File: src/rtl/dccm_arbiter_if.sv
// Bundles port A, port B and the SRAM macro signals that pass through the DCCM arbiter.
// The slave view belongs to the arbiter; the master view belongs to the requesters and the SRAM.
interface dccm_arbiter_if #(
    parameter int AW = 11,
    parameter int DW = 32
);
    logic          a_req_i;
    logic          a_gnt_o;
    logic          a_we_i;
    logic [AW-1:0] a_addr_i;
    logic [DW-1:0] a_wdata_i;
    logic [DW-1:0] a_wmask_i;
    logic          a_rvalid_o;
    logic [DW-1:0] a_rdata_o;

    logic          b_req_i;
    logic          b_gnt_o;
    logic          b_we_i;
    logic          b_lock_i;
    logic [AW-1:0] b_addr_i;
    logic [DW-1:0] b_wdata_i;
    logic [DW-1:0] b_wmask_i;
    logic          b_rvalid_o;
    logic [DW-1:0] b_rdata_o;

    logic          mem_req_o;
    logic          mem_we_o;
    logic [AW-1:0] mem_addr_o;
    logic [DW-1:0] mem_wdata_o;
    logic [DW-1:0] mem_wmask_o;
    logic [DW-1:0] mem_rdata_i;

    modport slave (
        input  a_req_i, a_we_i, a_addr_i, a_wdata_i, a_wmask_i,
        output a_gnt_o, a_rvalid_o, a_rdata_o,
        input  b_req_i, b_we_i, b_lock_i, b_addr_i, b_wdata_i, b_wmask_i,
        output b_gnt_o, b_rvalid_o, b_rdata_o,
        output mem_req_o, mem_we_o, mem_addr_o, mem_wdata_o, mem_wmask_o,
        input  mem_rdata_i
    );

    modport master (
        output a_req_i, a_we_i, a_addr_i, a_wdata_i, a_wmask_i,
        input  a_gnt_o, a_rvalid_o, a_rdata_o,
        output b_req_i, b_we_i, b_lock_i, b_addr_i, b_wdata_i, b_wmask_i,
        input  b_gnt_o, b_rvalid_o, b_rdata_o,
        input  mem_req_o, mem_we_o, mem_addr_o, mem_wdata_o, mem_wmask_o,
        output mem_rdata_i
    );
endinterface

File: src/rtl/dccm_arbiter.sv
// Shares the single-port DCCM SRAM between the core adapter (port A) and the SPI/boot loader (port B).
// Round-robin grants by default; port B may lock the macro for bursts, but after MaxLock locked
// grants while A waits, A is forced one access. Read data returns one cycle later to the issuing port.
module dccm_arbiter #(
    parameter int AW      = 11,
    parameter int DW      = 32,
    parameter int MaxLock = 16
) (
    input logic           clk_i,
    input logic           rst_i,
    dccm_arbiter_if.slave bus
);

    localparam int CntW = $clog2(MaxLock + 1);

    typedef enum logic [1:0] {
        StRr     = 2'd0,
        StLockB  = 2'd1,
        StForceA = 2'd2
    } state_e;

    typedef enum logic {
        OwnerA = 1'b0,
        OwnerB = 1'b1
    } owner_e;

    state_e          state_q, state_d;
    owner_e          lastOwner_q, lastOwner_d;
    logic [CntW-1:0] lockCnt_q, lockCnt_d;
    logic            rdPendA_q, rdPendA_d;
    logic            rdPendB_q, rdPendB_d;

    logic            gntA, gntB;
    logic            rrPickA, rrPickB;
    logic [CntW-1:0] lockCntInc;

    assign lockCntInc = lockCnt_q + CntW'(1);

    // Round-robin choice: a lone requester wins, a tie goes to whoever did not own the last grant.
    always_comb begin
        rrPickA = 1'b0;
        rrPickB = 1'b0;
        if (bus.a_req_i && (!bus.b_req_i || lastOwner_q == OwnerB)) begin
            rrPickA = 1'b1;
        end else if (bus.b_req_i) begin
            rrPickB = 1'b1;
        end
    end

    // Grant selection and state/lock-counter next state; lock release cycles are arbitrated as RR.
    always_comb begin
        gntA      = 1'b0;
        gntB      = 1'b0;
        state_d   = state_q;
        lockCnt_d = lockCnt_q;
        unique case (state_q)
            StRr: begin
                gntA = rrPickA;
                gntB = rrPickB;
                if (rrPickB && bus.b_lock_i) begin
                    lockCnt_d = CntW'(1);
                    state_d   = (bus.a_req_i && MaxLock == 1) ? StForceA : StLockB;
                end
            end
            StLockB: begin
                if (bus.b_req_i && bus.b_lock_i) begin
                    gntB = 1'b1;
                    if (bus.a_req_i) begin
                        lockCnt_d = lockCntInc;
                        if (lockCntInc >= CntW'(MaxLock)) begin
                            state_d = StForceA;
                        end
                    end
                end else begin
                    gntA      = rrPickA;
                    gntB      = rrPickB;
                    lockCnt_d = '0;
                    state_d   = StRr;
                end
            end
            StForceA: begin
                gntA      = bus.a_req_i;
                lockCnt_d = '0;
                state_d   = bus.b_lock_i ? StLockB : StRr;
            end
            default: begin
                lockCnt_d = '0;
                state_d   = StRr;
            end
        endcase
    end

    // Ownership history and read-return tracking follow whichever port was granted this cycle.
    always_comb begin
        lastOwner_d = lastOwner_q;
        if (gntA) begin
            lastOwner_d = OwnerA;
        end else if (gntB) begin
            lastOwner_d = OwnerB;
        end
        rdPendA_d = gntA && !bus.a_we_i;
        rdPendB_d = gntB && !bus.b_we_i;
    end

    // Arbiter state registers; reset leaves A to win the first tie and drops any outstanding read.
    always_ff @(posedge clk_i or posedge rst_i) begin
        if (rst_i) begin
            state_q     <= StRr;
            lastOwner_q <= OwnerB;
            lockCnt_q   <= '0;
            rdPendA_q   <= 1'b0;
            rdPendB_q   <= 1'b0;
        end else begin
            state_q     <= state_d;
            lastOwner_q <= lastOwner_d;
            lockCnt_q   <= lockCnt_d;
            rdPendA_q   <= rdPendA_d;
            rdPendB_q   <= rdPendB_d;
        end
    end

    // SRAM request mux; every field is forced to zero when nobody is granted.
    always_comb begin
        bus.mem_req_o   = gntA || gntB;
        bus.mem_we_o    = 1'b0;
        bus.mem_addr_o  = {AW{1'b0}};
        bus.mem_wdata_o = {DW{1'b0}};
        bus.mem_wmask_o = {DW{1'b0}};
        if (gntA) begin
            bus.mem_we_o    = bus.a_we_i;
            bus.mem_addr_o  = bus.a_addr_i;
            bus.mem_wdata_o = bus.a_wdata_i;
            bus.mem_wmask_o = bus.a_wmask_i;
        end else if (gntB) begin
            bus.mem_we_o    = bus.b_we_i;
            bus.mem_addr_o  = bus.b_addr_i;
            bus.mem_wdata_o = bus.b_wdata_i;
            bus.mem_wmask_o = bus.b_wmask_i;
        end
    end

    // Grant and read-return outputs; read data is gated so a port only ever sees its own return.
    always_comb begin
        bus.a_gnt_o    = gntA;
        bus.b_gnt_o    = gntB;
        bus.a_rvalid_o = rdPendA_q;
        bus.b_rvalid_o = rdPendB_q;
        bus.a_rdata_o  = rdPendA_q ? bus.mem_rdata_i : {DW{1'b0}};
        bus.b_rdata_o  = rdPendB_q ? bus.mem_rdata_i : {DW{1'b0}};
    end

endmodule
File: src/flat_wrapper.sv
// flat-port wrapper written by rule: the top's interface ports become plain ports
module dccm_arbiter_flat 
#(
    parameter int AW      = 11,
    parameter int DW      = 32,
    parameter int MaxLock = 16
)
  (clk_i, rst_i, bus_a_req_i, bus_a_we_i, bus_a_addr_i, bus_a_wdata_i, bus_a_wmask_i, bus_a_gnt_o, bus_a_rvalid_o, bus_a_rdata_o, bus_b_req_i, bus_b_we_i, bus_b_lock_i, bus_b_addr_i, bus_b_wdata_i, bus_b_wmask_i, bus_b_gnt_o, bus_b_rvalid_o, bus_b_rdata_o, bus_mem_req_o, bus_mem_we_o, bus_mem_addr_o, bus_mem_wdata_o, bus_mem_wmask_o, bus_mem_rdata_i);
  dccm_arbiter_if #(.AW(AW), .DW(DW)) bus_i ();
  input logic clk_i;
  input logic rst_i;
  input wire logic [$bits(bus_i.a_req_i)-1:0] bus_a_req_i;
  input wire logic [$bits(bus_i.a_we_i)-1:0] bus_a_we_i;
  input wire logic [$bits(bus_i.a_addr_i)-1:0] bus_a_addr_i;
  input wire logic [$bits(bus_i.a_wdata_i)-1:0] bus_a_wdata_i;
  input wire logic [$bits(bus_i.a_wmask_i)-1:0] bus_a_wmask_i;
  output wire logic [$bits(bus_i.a_gnt_o)-1:0] bus_a_gnt_o;
  output wire logic [$bits(bus_i.a_rvalid_o)-1:0] bus_a_rvalid_o;
  output wire logic [$bits(bus_i.a_rdata_o)-1:0] bus_a_rdata_o;
  input wire logic [$bits(bus_i.b_req_i)-1:0] bus_b_req_i;
  input wire logic [$bits(bus_i.b_we_i)-1:0] bus_b_we_i;
  input wire logic [$bits(bus_i.b_lock_i)-1:0] bus_b_lock_i;
  input wire logic [$bits(bus_i.b_addr_i)-1:0] bus_b_addr_i;
  input wire logic [$bits(bus_i.b_wdata_i)-1:0] bus_b_wdata_i;
  input wire logic [$bits(bus_i.b_wmask_i)-1:0] bus_b_wmask_i;
  output wire logic [$bits(bus_i.b_gnt_o)-1:0] bus_b_gnt_o;
  output wire logic [$bits(bus_i.b_rvalid_o)-1:0] bus_b_rvalid_o;
  output wire logic [$bits(bus_i.b_rdata_o)-1:0] bus_b_rdata_o;
  output wire logic [$bits(bus_i.mem_req_o)-1:0] bus_mem_req_o;
  output wire logic [$bits(bus_i.mem_we_o)-1:0] bus_mem_we_o;
  output wire logic [$bits(bus_i.mem_addr_o)-1:0] bus_mem_addr_o;
  output wire logic [$bits(bus_i.mem_wdata_o)-1:0] bus_mem_wdata_o;
  output wire logic [$bits(bus_i.mem_wmask_o)-1:0] bus_mem_wmask_o;
  input wire logic [$bits(bus_i.mem_rdata_i)-1:0] bus_mem_rdata_i;
  assign bus_i.a_req_i = bus_a_req_i;
  assign bus_i.a_we_i = bus_a_we_i;
  assign bus_i.a_addr_i = bus_a_addr_i;
  assign bus_i.a_wdata_i = bus_a_wdata_i;
  assign bus_i.a_wmask_i = bus_a_wmask_i;
  assign bus_a_gnt_o = bus_i.a_gnt_o;
  assign bus_a_rvalid_o = bus_i.a_rvalid_o;
  assign bus_a_rdata_o = bus_i.a_rdata_o;
  assign bus_i.b_req_i = bus_b_req_i;
  assign bus_i.b_we_i = bus_b_we_i;
  assign bus_i.b_lock_i = bus_b_lock_i;
  assign bus_i.b_addr_i = bus_b_addr_i;
  assign bus_i.b_wdata_i = bus_b_wdata_i;
  assign bus_i.b_wmask_i = bus_b_wmask_i;
  assign bus_b_gnt_o = bus_i.b_gnt_o;
  assign bus_b_rvalid_o = bus_i.b_rvalid_o;
  assign bus_b_rdata_o = bus_i.b_rdata_o;
  assign bus_mem_req_o = bus_i.mem_req_o;
  assign bus_mem_we_o = bus_i.mem_we_o;
  assign bus_mem_addr_o = bus_i.mem_addr_o;
  assign bus_mem_wdata_o = bus_i.mem_wdata_o;
  assign bus_mem_wmask_o = bus_i.mem_wmask_o;
  assign bus_i.mem_rdata_i = bus_mem_rdata_i;
  dccm_arbiter #(.AW(AW), .DW(DW), .MaxLock(MaxLock)) u_core (.clk_i(clk_i), .rst_i(rst_i), .bus(bus_i));
endmodule
File: config.mk
export PLATFORM = sky130hd
export DESIGN_NAME = dccm_arbiter_flat
export DESIGN_NICKNAME = d
export VERILOG_FILES = /design/src/rtl/dccm_arbiter_if.sv /design/src/rtl/dccm_arbiter.sv /design/src/flat_wrapper.sv
export SDC_FILE = /design/constraint.sdc
export NUM_CORES = 1
export LEC_CHECK = 0
export CORE_AREA = 2 2 131 133
export DETAILED_ROUTE_END_ITERATION = 10
export DIE_AREA = 0 0 133 135
export GPL_TIMING_DRIVEN = 0
export PLACE_DENSITY = 0.53
export SYNTH_ARGS = -nofsm -noshare
export SYNTH_HDL_FRONTEND = slang
export SYNTH_SLANG_ARGS = --single-unit
File: constraint.sdc
create_clock -name clk_i -period 2.7 [get_ports clk_i]
set_clock_uncertainty 0.15 [all_clocks]
set_input_delay 0.54 -clock clk_i [delete_from_list [all_inputs] [get_ports clk_i]]
set_output_delay 0.54 -clock clk_i [all_outputs]
set_load 0.005 [all_outputs]
==> metrics.cfg <==
[clock_network]
clk_pin_slew_worst_paths_ns = 0.04
cts_buffers = 3
clk-insertion-delay-late_ns = 0.23
cts_max_path_buffers = 2
cts_tree = done
hold_buffers = 0
root_buffer = clkbuf_16
htreeDepth = 1
clkSinkCount = 10

[routing]
dr.pass1.iters = 4
via_per_inst = 3.99
initialDrtViolationCount = 35
wl_um = 14200
drcViolationCount = 0
ant_nets = 0
wire_per_inst_um = 17.9
vias = 3172

[timing]
holdWs_ns = 0.360
period_minus_slack_ns = 2.65
hold_viol_final = 0
setup_viol = 0
fin_crit_sh = 0.982
fmax_mhz = 377
slew_headroom = 0.722
slew_viol_final = 0
worst_pin_slew_ns = 0.416

[place]
place_congestion = 0.890
dp_hpwl_um = 12500
dp_cells = 772
port_buffers = 332

[critical_path]
crit_start = u_core.state_q[1]
crit_chain = nand2b_4, o211a_4, buf_12, buf_8, buf_4, a22o_1, dlygate4sd2_1
critPathSlowestCell = dfrtp_2
crit_path_start_kind = flip-flop
rr_startpoint = u_core.lockCnt_q[0]
cp.arrival_ns = 1.96
critical-path-max-stage-delay_ns = 0.40
critPathKind = reg -> out
cp_top_family = buffers and inverters
crit_buf_inv = 4
crit_path_end_kind = output port
worstPathMaxFanout = 8
cp_data_required_time_ns = 2.01

[synth]
avgSynthCellArea_um2 = 8.01
ys_types = 31
yosys_warnings = 0
ys_seq_area_frac = 0.143
postSynthNetCount = 410
netlist_area_mm2 = 0.00176
syn_inst = 220
synth-seq-cells = 10

[finish]
diodes = 0
drive_above_1_share = 0.136
regArea_um2 = 253
final_cell_mix = 253 x clkdlybuf4s50_1, 77 x a22o_1, 64 x and2_1
nFillCells = 1713
syn2layout_area_growth_pct = 212
layout.nets = 765
fin_cells = 794
multi_input_area_mm2 = 0.00135
final_common_cell = clkdlybuf4s50_1

[power_and_ir_drop]
clockPowerShare = 0.187
p_seq_frac = 0.125
swShare = 0.301
p_leak_uw = 0.00238
p_int_uw = 983
p_switching_uw = 423
ir_drop_uv = 202
power_frac_comb = 0.688
power_density_mw_per_mm2 = 256

[grt]
antenna_found_initial = 0
grt_max_degree = 11
grt_pass1_vias = 3468
grt_usage = 0.148
grt_pass1_wl_um = 20400
grt_overflow = 0

[worst_hold_path]
hold_path.class = reg -> reg
hold_start = u_core.lockCnt_q[3]

[floorplanning]
io_pins = 334
die_h_um = 135
row_count = 47
start_util = 0.107
die_w_um = 133
design.core.area_mm2 = 0.0164
die-area_mm2 = 0.0180

[outcome]
status = finished clean

[job]
maxCapViolations = 0

-- power groups by stage --
stage | Combinational (µW) | Sequential, µW | Clock, µW
6_report | 969 | 175 | 263
5_1_grt | 1040 | 177 | 281
4_1_cts | 994 | 175 | 271
3_5_place_dp | 1020 | 177 | 0
3_3_place_gp | 1010 | 175 | 0
2_1_floorplan | 301 | 172 | 0
-- worst register-to-register path: cells and delay by family, from the launching register on --
| kind | cells | cell delay [ns] |
|---|---|---|
| XOR/XNOR | 1 | 0.15 |
| adder cells (fa/ha/maj) | 1 | 0.23 |
| flip-flops | 1 | 0.43 |
| AO/OA/AOI/OAI | 1 | 0.14 |
| AND/OR/NAND/NOR | 2 | 0.31 |
-- sequential cells by signal (all words and copies together), names as in the netlist --
| name | cells |
|---|---|
| u_core.bus.b_rvalid_o | 1 |
| u_core.lastOwner_q | 1 |
| u_core.lockCnt_q | 5 |
| u_core.bus.a_rvalid_o | 1 |
| u_core.state_q | 2 |
-- metrics by stage --
step / setup slack (ns) / total power (µW) / TNS [ns] / cell area, µm² / utilization
2_1_floorplan: 0.537 / 473 / 0 / 1760 / -
3_5_place_dp: -0.891 / 1200 / -61.13 / 5360 / 0.327
3_3_place_gp: -0.860 / 1190 / -59.70 / 5360 / 0.327
4_1_cts: 0.00496 / 1440 / 0 / 5530 / 0.337
6_report: 0.0498 / 1410 / 0 / 5490 / 0.335
5_1_grt: -0.000879 / 1500 / -0.00244 / 5490 / 0.335
-- worst paths after layout --
check	slack, ns	cells after the start	endpoint
max	0.05	7	bus_mem_wmask_o[0]
min	0.36	1	u_core.lockCnt_q[3]
max reg2reg	1.17	5	u_core.lockCnt_q[4]
min reg2reg	0.36	1	u_core.lockCnt_q[3]
max in group asynchronous	1.62	2	u_core.lastOwner_q
min in group asynchronous	0.45	2	u_core.state_q[0]
-- logic make-up (layout without fill, tap and decap cells) --
| kind of cell | Yosys count | in the layout | share of synthesized area |
|---|---|---|---|
| xor+xnor | 2 | 2 | 0.00994 |
| flops | 10 | 10 | 0.143 |
| simple gates | 83 | 83 | 0.285 |
| mux | 1 | 1 | 0.00568 |
| compound gates | 93 | 93 | 0.438 |
| buf+inv | 30 | 384 | 0.112 |
| fa+ha+maj | 1 | 1 | 0.00710 |
-- final cells by class --
| type | instances | share of cell area |
|---|---|---|
| plain buffers | 25 | 0.0440 |
| clock buffers | 4 | 0.0144 |
| inverters | 5 | 0.00342 |
| multi-input cells | 180 | 0.245 |
| flip-flops and latches | 10 | 0.0460 |
| well taps | 220 | 0.0501 |
| repair buffers | 350 | 0.597 |
-- synth_stat cells (all sizes together) --
master	number	area, µm²
buf	14	135
and2	65	407
nor2b	3	18.8
and3	2	12.5
xnor2	2	17.5
nand2	3	11.3
nor2	3	13.8
a22o	77	674
inv	5	18.8
a31oi	2	12.5
o21bai	2	15.0
nor3	1	5.00
a2111oi	1	8.76
nand2b	1	6.26
mux2i	1	10.0
or3	1	6.26
dfrtp	9	225
o22ai	1	6.26
dfstp	1	26.3
clkbuf	11	42.5
ha	1	12.5
nand3	3	15.0
o21ai	3	15.0
a21oi	6	30.0
or2	1	6.26
o211a	1	10.0
-- routing by layer --
layer  share of wire  track usage
met5               0            0
met4           0.024       0.0418
met3           0.083       0.0357
met2            0.53        0.290
met1            0.36        0.157
-- timing repair --
action                                  in CTS  in global routing
resized for setup                          159                 28
pin swaps                                    3                  3
setup buffers                               18                  0
endpoints found under the setup margin      79                 39
hold endpoints to repair                     0                  0
No activity file was read; power rests on OpenSTA's default activity.
